<file path="config.mk">
export PLATFORM = sky130hd
export DESIGN_NAME = wm8731_i2c_ctrl_flat
export DESIGN_NICKNAME = d
export VERILOG_FILES = /design/src/rtl/wm8731_i2c_ctrl_if.sv /design/src/rtl/wm8731_i2c_ctrl.sv /design/src/flat_wrapper.sv
export SDC_FILE = /design/constraint.sdc
export NUM_CORES = 1
export LEC_CHECK = 0
export BUFFER_PORTS_ARGS = -buffer_cell sky130_fd_sc_hd__buf_2
export CORE_MARGIN = 2
export CORE_UTILIZATION = 48
export CTS_BUF_LIST = sky130_fd_sc_hd__clkbuf_8 sky130_fd_sc_hd__clkbuf_16
export DETAILED_ROUTE_END_ITERATION = 7
export PLACE_DENSITY = 0.76
export SLEW_MARGIN = 20
export SYNTH_ARGS = -nofsm -noshare
export SYNTH_HDL_FRONTEND = slang
export SYNTH_SLANG_ARGS = --single-unit
</file>
<file path="constraint.sdc">
create_clock -name clk -period 2.1 [get_ports clk]
set_input_delay 0.525 -clock clk [delete_from_list [all_inputs] [get_ports clk]]
set_output_delay 0.525 -clock clk [all_outputs]
set_load 0.02 [all_outputs]
</file>
<file path="src/rtl/wm8731_i2c_ctrl_if.sv">
// Register-write request channel between the codec configuration sequencer
// (master) and the WM8731 2-wire control sequencer (slave).
interface wm8731_i2c_ctrl_if;
    logic       start;
    logic [6:0] reg_addr;
    logic [8:0] reg_data;
    logic       busy;
    logic       done;
    logic       ack_err;

    modport master (output start, reg_addr, reg_data, input busy, done, ack_err);
    modport slave  (input start, reg_addr, reg_data, output busy, done, ack_err);
endinterface

</file>
<file path="src/rtl/wm8731_i2c_ctrl.sv">
// Bit-level 2-wire control sequencer for the WM8731: START, 3 bytes + ACK slots, STOP.
// Optional WM8731_ACK_CHECK_EN: a NACK sets ack_err and aborts straight to STOP.
//
// state   | meaning
// --------+-----------------------------------------------------------
// S_IDLE  | bus released (sclk=1, SDIN released), waiting for a request
// S_START | 2 quarters: SDIN falls with sclk high, then sclk falls
// S_BIT   | 4 quarters per payload bit, SDIN from shift register MSB
// S_ACK   | 4 quarters, SDIN released, codec ACK sampled in Q2
// S_STOP  | 3 quarters: SDIN rises while sclk is high
module wm8731_i2c_ctrl #(
    parameter int unsigned CLK_DIV  = 125,
    parameter logic [6:0]  DEV_ADDR = 7'b0011010
) (
    input  logic              clk,
    input  logic              reset,
    wm8731_i2c_ctrl_if.slave  req,
    output logic [24:0]       frame,
    output logic              carrega,
    output logic              shift,
    input  logic              regout,
    output logic              sclk,
    output logic              sdin_oe,
    input  logic              sdin_in
);
    localparam int CW = (CLK_DIV > 1) ? $clog2(CLK_DIV) : 1;
    localparam logic [CW-1:0] Q_LAST = CW'(CLK_DIV - 1);

    typedef enum logic [2:0] {S_IDLE, S_START, S_BIT, S_ACK, S_STOP} state_t;

    state_t      state, state_nxt;
    logic [CW-1:0] q_cnt, q_cnt_nxt;
    logic [1:0]  qtr, qtr_nxt;
    logic [2:0]  bit_cnt, bit_cnt_nxt;
    logic [1:0]  byte_cnt, byte_cnt_nxt;
    logic        done_q, done_nxt;
    logic [24:0] frame_q, frame_new;
    logic        busy, accept, tick, stop_early;

    assign busy      = (state != S_IDLE);
    assign accept    = req.start & ~busy & ~done_q & reset;
    assign frame_new = {DEV_ADDR, 1'b0, req.reg_addr, req.reg_data, 1'b0};
    assign tick      = (q_cnt == Q_LAST);

    // New word is presented during the load strobe so the shift register captures it on the accept edge.
    assign frame    = accept ? frame_new : frame_q;
    assign carrega  = accept;
    assign req.busy = busy;
    assign req.done = done_q;

`ifdef WM8731_ACK_CHECK_EN
    logic ack_err_q, ack_smp;

    assign ack_smp     = (state == S_ACK) && (qtr == 2'd2) && (q_cnt == '0);
    assign stop_early  = ack_err_q;
    assign req.ack_err = ack_err_q;

    always_ff @(posedge clk or negedge reset) begin
        if (!reset) begin
            ack_err_q <= 1'b0;
        end else if (accept) begin
            ack_err_q <= 1'b0;
        end else if (ack_smp && sdin_in) begin
            ack_err_q <= 1'b1;
        end
    end
`else
    logic unused_sdin_in;

    assign unused_sdin_in = sdin_in;
    assign stop_early     = 1'b0;
    assign req.ack_err    = 1'b0;
`endif

    always_ff @(posedge clk or negedge reset) begin
        if (!reset) begin
            state    <= S_IDLE;
            q_cnt    <= '0;
            qtr      <= '0;
            bit_cnt  <= '0;
            byte_cnt <= '0;
            done_q   <= 1'b0;
            frame_q  <= '0;
        end else begin
            state    <= state_nxt;
            q_cnt    <= q_cnt_nxt;
            qtr      <= qtr_nxt;
            bit_cnt  <= bit_cnt_nxt;
            byte_cnt <= byte_cnt_nxt;
            done_q   <= done_nxt;
            if (accept) begin
                frame_q <= frame_new;
            end
        end
    end

    always_comb begin
        state_nxt    = state;
        q_cnt_nxt    = q_cnt;
        qtr_nxt      = qtr;
        bit_cnt_nxt  = bit_cnt;
        byte_cnt_nxt = byte_cnt;
        done_nxt     = 1'b0;
        shift        = 1'b0;

        if (state != S_IDLE) begin
            q_cnt_nxt = tick ? '0 : q_cnt + 1'b1;
        end

        case (state)
            S_IDLE: begin
                if (accept) begin
                    state_nxt    = S_START;
                    q_cnt_nxt    = '0;
                    qtr_nxt      = '0;
                    bit_cnt_nxt  = '0;
                    byte_cnt_nxt = '0;
                end
            end
            S_START: begin
                if (tick) begin
                    qtr_nxt = qtr + 2'd1;
                    if (qtr == 2'd1) begin
                        state_nxt = S_BIT;
                        qtr_nxt   = '0;
                    end
                end
            end
            S_BIT: begin
                if (tick) begin
                    qtr_nxt = qtr + 2'd1;
                    if (qtr == 2'd3) begin
                        shift = 1'b1;
                        if (bit_cnt == 3'd7) begin
                            state_nxt   = S_ACK;
                            bit_cnt_nxt = '0;
                        end else begin
                            bit_cnt_nxt = bit_cnt + 3'd1;
                        end
                    end
                end
            end
            S_ACK: begin
                if (tick) begin
                    qtr_nxt = qtr + 2'd1;
                    if (qtr == 2'd3) begin
                        if ((byte_cnt == 2'd2) || stop_early) begin
                            state_nxt = S_STOP;
                        end else begin
                            state_nxt    = S_BIT;
                            byte_cnt_nxt = byte_cnt + 2'd1;
                        end
                    end
                end
            end
            S_STOP: begin
                if (tick) begin
                    qtr_nxt = qtr + 2'd1;
                    if (qtr == 2'd2) begin
                        state_nxt = S_IDLE;
                        qtr_nxt   = '0;
                        done_nxt  = 1'b1;
                    end
                end
            end
            default: begin
                state_nxt = S_IDLE;
            end
        endcase
    end

    // Line drivers decode from registered state, so a reset releases the bus without a clock.
    always_comb begin
        sclk    = 1'b1;
        sdin_oe = 1'b0;
        case (state)
            S_START: begin
                sclk    = (qtr == 2'd0);
                sdin_oe = 1'b1;
            end
            S_BIT: begin
                sclk    = (qtr == 2'd1) || (qtr == 2'd2);
                sdin_oe = ~regout;
            end
            S_ACK: begin
                sclk    = (qtr == 2'd1) || (qtr == 2'd2);
                sdin_oe = 1'b0;
            end
            S_STOP: begin
                sclk    = (qtr != 2'd0);
                sdin_oe = (qtr != 2'd2);
            end
            default: begin
                sclk    = 1'b1;
                sdin_oe = 1'b0;
            end
        endcase
    end
endmodule

</file>
<file path="src/flat_wrapper.sv">
// flat-port wrapper written by rule: the top's interface ports become plain ports
module wm8731_i2c_ctrl_flat 
#(
    parameter int unsigned CLK_DIV  = 125,
    parameter logic [6:0]  DEV_ADDR = 7'b0011010
)
  (clk, reset, frame, carrega, shift, regout, sclk, sdin_oe, sdin_in, req_start, req_reg_addr, req_reg_data, req_busy, req_done, req_ack_err);
  wm8731_i2c_ctrl_if req_i ();
  input  logic clk;
  input  logic reset;
  output logic [24:0] frame;
  output logic carrega;
  output logic shift;
  input  logic regout;
  output logic sclk;
  output logic sdin_oe;
  input  logic sdin_in;
  input wire logic [$bits(req_i.start)-1:0] req_start;
  input wire logic [$bits(req_i.reg_addr)-1:0] req_reg_addr;
  input wire logic [$bits(req_i.reg_data)-1:0] req_reg_data;
  output wire logic [$bits(req_i.busy)-1:0] req_busy;
  output wire logic [$bits(req_i.done)-1:0] req_done;
  output wire logic [$bits(req_i.ack_err)-1:0] req_ack_err;
  assign req_i.start = req_start;
  assign req_i.reg_addr = req_reg_addr;
  assign req_i.reg_data = req_reg_data;
  assign req_busy = req_i.busy;
  assign req_done = req_i.done;
  assign req_ack_err = req_i.ack_err;
  wm8731_i2c_ctrl #(.CLK_DIV(CLK_DIV), .DEV_ADDR(DEV_ADDR)) u_core (.clk(clk), .reset(reset), .req(req_i), .frame(frame), .carrega(carrega), .shift(shift), .regout(regout), .sclk(sclk), .sdin_oe(sdin_oe), .sdin_in(sdin_in));
endmodule
</file>
==> metrics.md <==
| Metric | Value |
|---|---|
| Status | finished, violations left |
| Failing checks | setup timing |
| Cell Area, Synth | 2200 um2 |
| FF+latch area | 1076 um2 |
| Clock transition at path regs | 0.09 ns |
| Crit path DAT | 1.85 ns |
| Distinct cell type count after synthesis | 49 |
| Synth Register Bits | 43 |
| EDFF count, synth | 0 |
| Detailed placer's ending HPWL | 3303 um |
| Antenna violations before repair | 0 |
| PortBufs | 50 |
| Int Pwr | 1240 uW |
| Power share of the sequential group | 52.7% |
| Root Driver | clkbuf_8 |
| Syn Nets | 233 |
| Ant. Diodes | 0 |
| Kind of critical path | reg2out |
| Iter 0 DRT Violations | 127 |
| Total negative slack | -5.194 ns |
| Multi-input logic area | 1060 um2 |
| Synth Flop Type | dfrtp_1 |
| Maxcap violations | 0 |
| Ports | 53 |
| Max FO, Critical Path | 20 |
| Grt ovf | 0 |
| Logic pwr share | 6.1% |
| Final Max Tran Viols | 0 |
| # hold bufs at CTS | 0 |
| TritonCTS Buffers | 5 |
| Pre-CTS setup slack | -0.08755 ns |
| CP endpoint kind | output port |
| Unrepaired setup endpoints after global routing | yes |
| Worst-margin pin slew | 0.5422 ns |
| Routability cong. | 0.8329 |
| Area growth from synthesis to layout | 27.02% |
| CTS tree | built |
| Sequential fraction of the synthesis area | 48.92% |
| Share of cells above drive strength 1 | 41.26% |
| Htree depth | 2 |
| VDD IR max | 538.4 uV |
| Power Density | 574.5 nW/um2 |
| Fillers | 357 |
| Avg WL per Cell | 15.52 um |
| Row cnt | 24 |
| Drt drc | 0 |
| Skew final | 0.001004 ns |
| Final Hold Fails | 0 |
| Clock net sink count | 43 |
| CP required | 1.57 ns |
| First-pass GRT wire length | 7824 um |
| Synth warn | 0 |
| Final #Nets | 300 |
| Switching power | 365.0 uW |
| Slew margin rel. | 63.85% |
| GRT Util Overall | 19.47% |
| Final setup violating endpoints | 27 |
| Die Ht | 71.70 um |
| Mean post-synth cell area | 10.94 um2 |
| Critical path launch point type | register |
| Cell count after synthesis | 201 |
| Vias per Instance | 5.442 |
| Initial core utilization | 50.17% |
| Post-route ant nets | 0 |
| Via count | 1747 |
| Worst hold-check path type | in2async |
| WL final | 4981 um |
| Lkg Pwr | 0.001446 uW |
| Largest net degree at the start of global routing | 45 |
| Clk Latency, worst-skew pair | 0.29 ns |
| Worst-case clock buffer depth | 2 |
| Post-route cell area | 2794 um2 |
| Period minus WS final | 2.375 ns |
| Post-layout util | 63.73% |
| Drt pass-1 iters | 4 |
| Max Clk Rate | 421.0 MHz |
| Die Width | 71.70 um |
| Clock Power Share | 41.2% |
| Final critical-path share of the clock period | 113.1% |
| DIE AREA | 5140 um2 |
| Synth async-reset ratio | 100.0% |
| Vias in the first global route | 1686 |
| Net Sw Frac | 22.74% |
| Post-route setup slack | -0.2753 ns |
| Placed instance area | 2554 um2 |
| Core Area | 4384 um2 |
[layout make-up]
type / instances / area share (%)
Clock buffer: 5 / 2.463
Clock inverter: 3 / 1.657
Inverter: 11 / 1.567
Multi-Input combinational cell: 138 / 37.93
Sequential cell: 43 / 38.51
Tap cell: 52 / 2.329
Timing Repair Buffer: 69 / 15.54
[state kept, by name, summed over array words and instances (netlist names)]
signal,count
u_core.frame_q,25
u_core.q_cnt,7
u_core.bit_cnt,3
u_core.state,3
u_core.byte_cnt,2
u_core.qtr,2
u_core.req.done,1
[worst paths after layout]
kind	slack, ns	to	cells past startpoint	start
max reg2reg	0.24	u_core.state[1]$_DFFE_PN0P_	7	u_core.q_cnt[1]$_DFF_PN0_
max in group asynchronous	1.39	u_core.frame_q[7]$_DFF_PN0_	2	reset
min reg2reg	0.46	u_core.frame_q[19]$_DFF_PN0_	1	u_core.frame_q[19]$_DFF_PN0_
min	0.34	u_core.state[1]$_DFFE_PN0P_	2	reset
min in group clk	0.46	u_core.frame_q[19]$_DFF_PN0_	1	u_core.frame_q[19]$_DFF_PN0_
max	-0.28	frame[3]	6	u_core.state[1]$_DFFE_PN0P_
[what timing repair did]
action                                  4_1_cts  5_1_grt
pin swaps                                     2        1
setup buffers                                 4        4
resized for setup                            16        4
endpoints found under the setup margin       29       29
[cells by family after synthesis]
kind of cell / after synthesis / share of synthesized area [%]
simple gates: 67 / 18.43
flops: 43 / 48.92
compound gates: 38 / 11.32
buf+inv: 20 / 4.550
mux: 19 / 9.556
fa+ha+maj: 11 / 6.257
xor+xnor: 2 / 0.7965
other cells: 1 / 0.1705
[per-stage QoR]
step	total power, uW	cells	hold WS, ns
final	1605	321	0.3431
after global routing	1655	321	0.3821
after CTS	1619	317	0.3594
after detailed placement	956.7	305	0.4387
after global placement	953.9	305	0.4336
after floorplan	903.6	201	0.2294
[placed cells by master, fill, tap and decap left out, types with 3 or more instances in the layout]
| cell | count |
|---|---|
| o21ai_0 | 13 |
| ha_1 | 10 |
| or2_2 | 3 |
| nand4_1 | 5 |
| dfrtp_1 | 43 |
| nand3_1 | 4 |
| inv_1 | 8 |
| nand2_1 | 14 |
| buf_2 | 40 |
| buf_4 | 27 |
| clkbuf_8 | 5 |
| nor2b_1 | 7 |
| mux2_2 | 16 |
| mux2i_1 | 3 |
| o211ai_1 | 4 |
| nand2b_1 | 3 |
| o21a_1 | 3 |
| a21oi_1 | 6 |
| nor2_1 | 8 |
[per-layer routing]
metal  routed length (um)  part of all wire [%]  global-route usage [%]  up-vias
met4                   83                   1.7                   6.918        0
met5                    0                     0                       0        -
met3                  190                   3.8                   3.797       13
li1                     -                     -                       -      835
met2                 2635                    53                   32.10       50
met1                 2072                    42                   25.74      849
[synthesized netlist by cell type, types with 2 or more instances]
| cell | n | share of area, % |
|---|---|---|
| nand2_1 | 14 | 2.4 |
| o21a_1 | 3 | 1.0 |
| and3_2 | 2 | 0.68 |
| o211ai_1 | 4 | 1.4 |
| nor2b_1 | 7 | 2.0 |
| nor3b_1 | 3 | 1.0 |
| nand4_1 | 5 | 1.4 |
| a2bb2oi_1 | 2 | 0.80 |
| nand2b_1 | 3 | 0.85 |
| inv_1 | 10 | 1.7 |
| mux2i_1 | 3 | 1.4 |
| nand3b_1 | 2 | 0.68 |
| and4_1 | 2 | 0.80 |
| or2_2 | 3 | 0.85 |
| nand3_1 | 4 | 0.91 |
| clkbuf_1 | 3 | 0.51 |
| buf_2 | 2 | 0.46 |
| buf_6 | 2 | 1.0 |
| a21oi_1 | 6 | 1.4 |
| o22a_1 | 2 | 0.80 |
| o21ai_0 | 13 | 3.0 |
| buf_4 | 2 | 0.68 |
| nor2_1 | 10 | 1.7 |
| and3_1 | 2 | 0.57 |
| ha_1 | 11 | 6.3 |
| mux2_2 | 16 | 8.2 |
| dfrtp_1 | 43 | 49 |
[worst max-delay path, cell delays in order (launching register included)]
cell,delay (ns)
dfrtp_1,0.41
nor3_4,0.26
inv_4,0.07
nor2_8,0.11
buf_12,0.16
mux2_2,0.36
buf_2,0.16
[power by group through the flow]
| stage | sequential (uW) | clock, uW | combinational, uW |
|---|---|---|---|
| 2_1_floorplan | 860 | 0 | 43.1 |
| 3_3_place_gp | 861 | 0 | 92.9 |
| 3_5_place_dp | 862 | 0 | 94.7 |
| 4_1_cts | 845 | 675 | 98.9 |
| 5_1_grt | 846 | 702 | 107 |
| 6_report | 845 | 662 | 98.1 |
No activity file was read; power rests on OpenSTA's default activity.
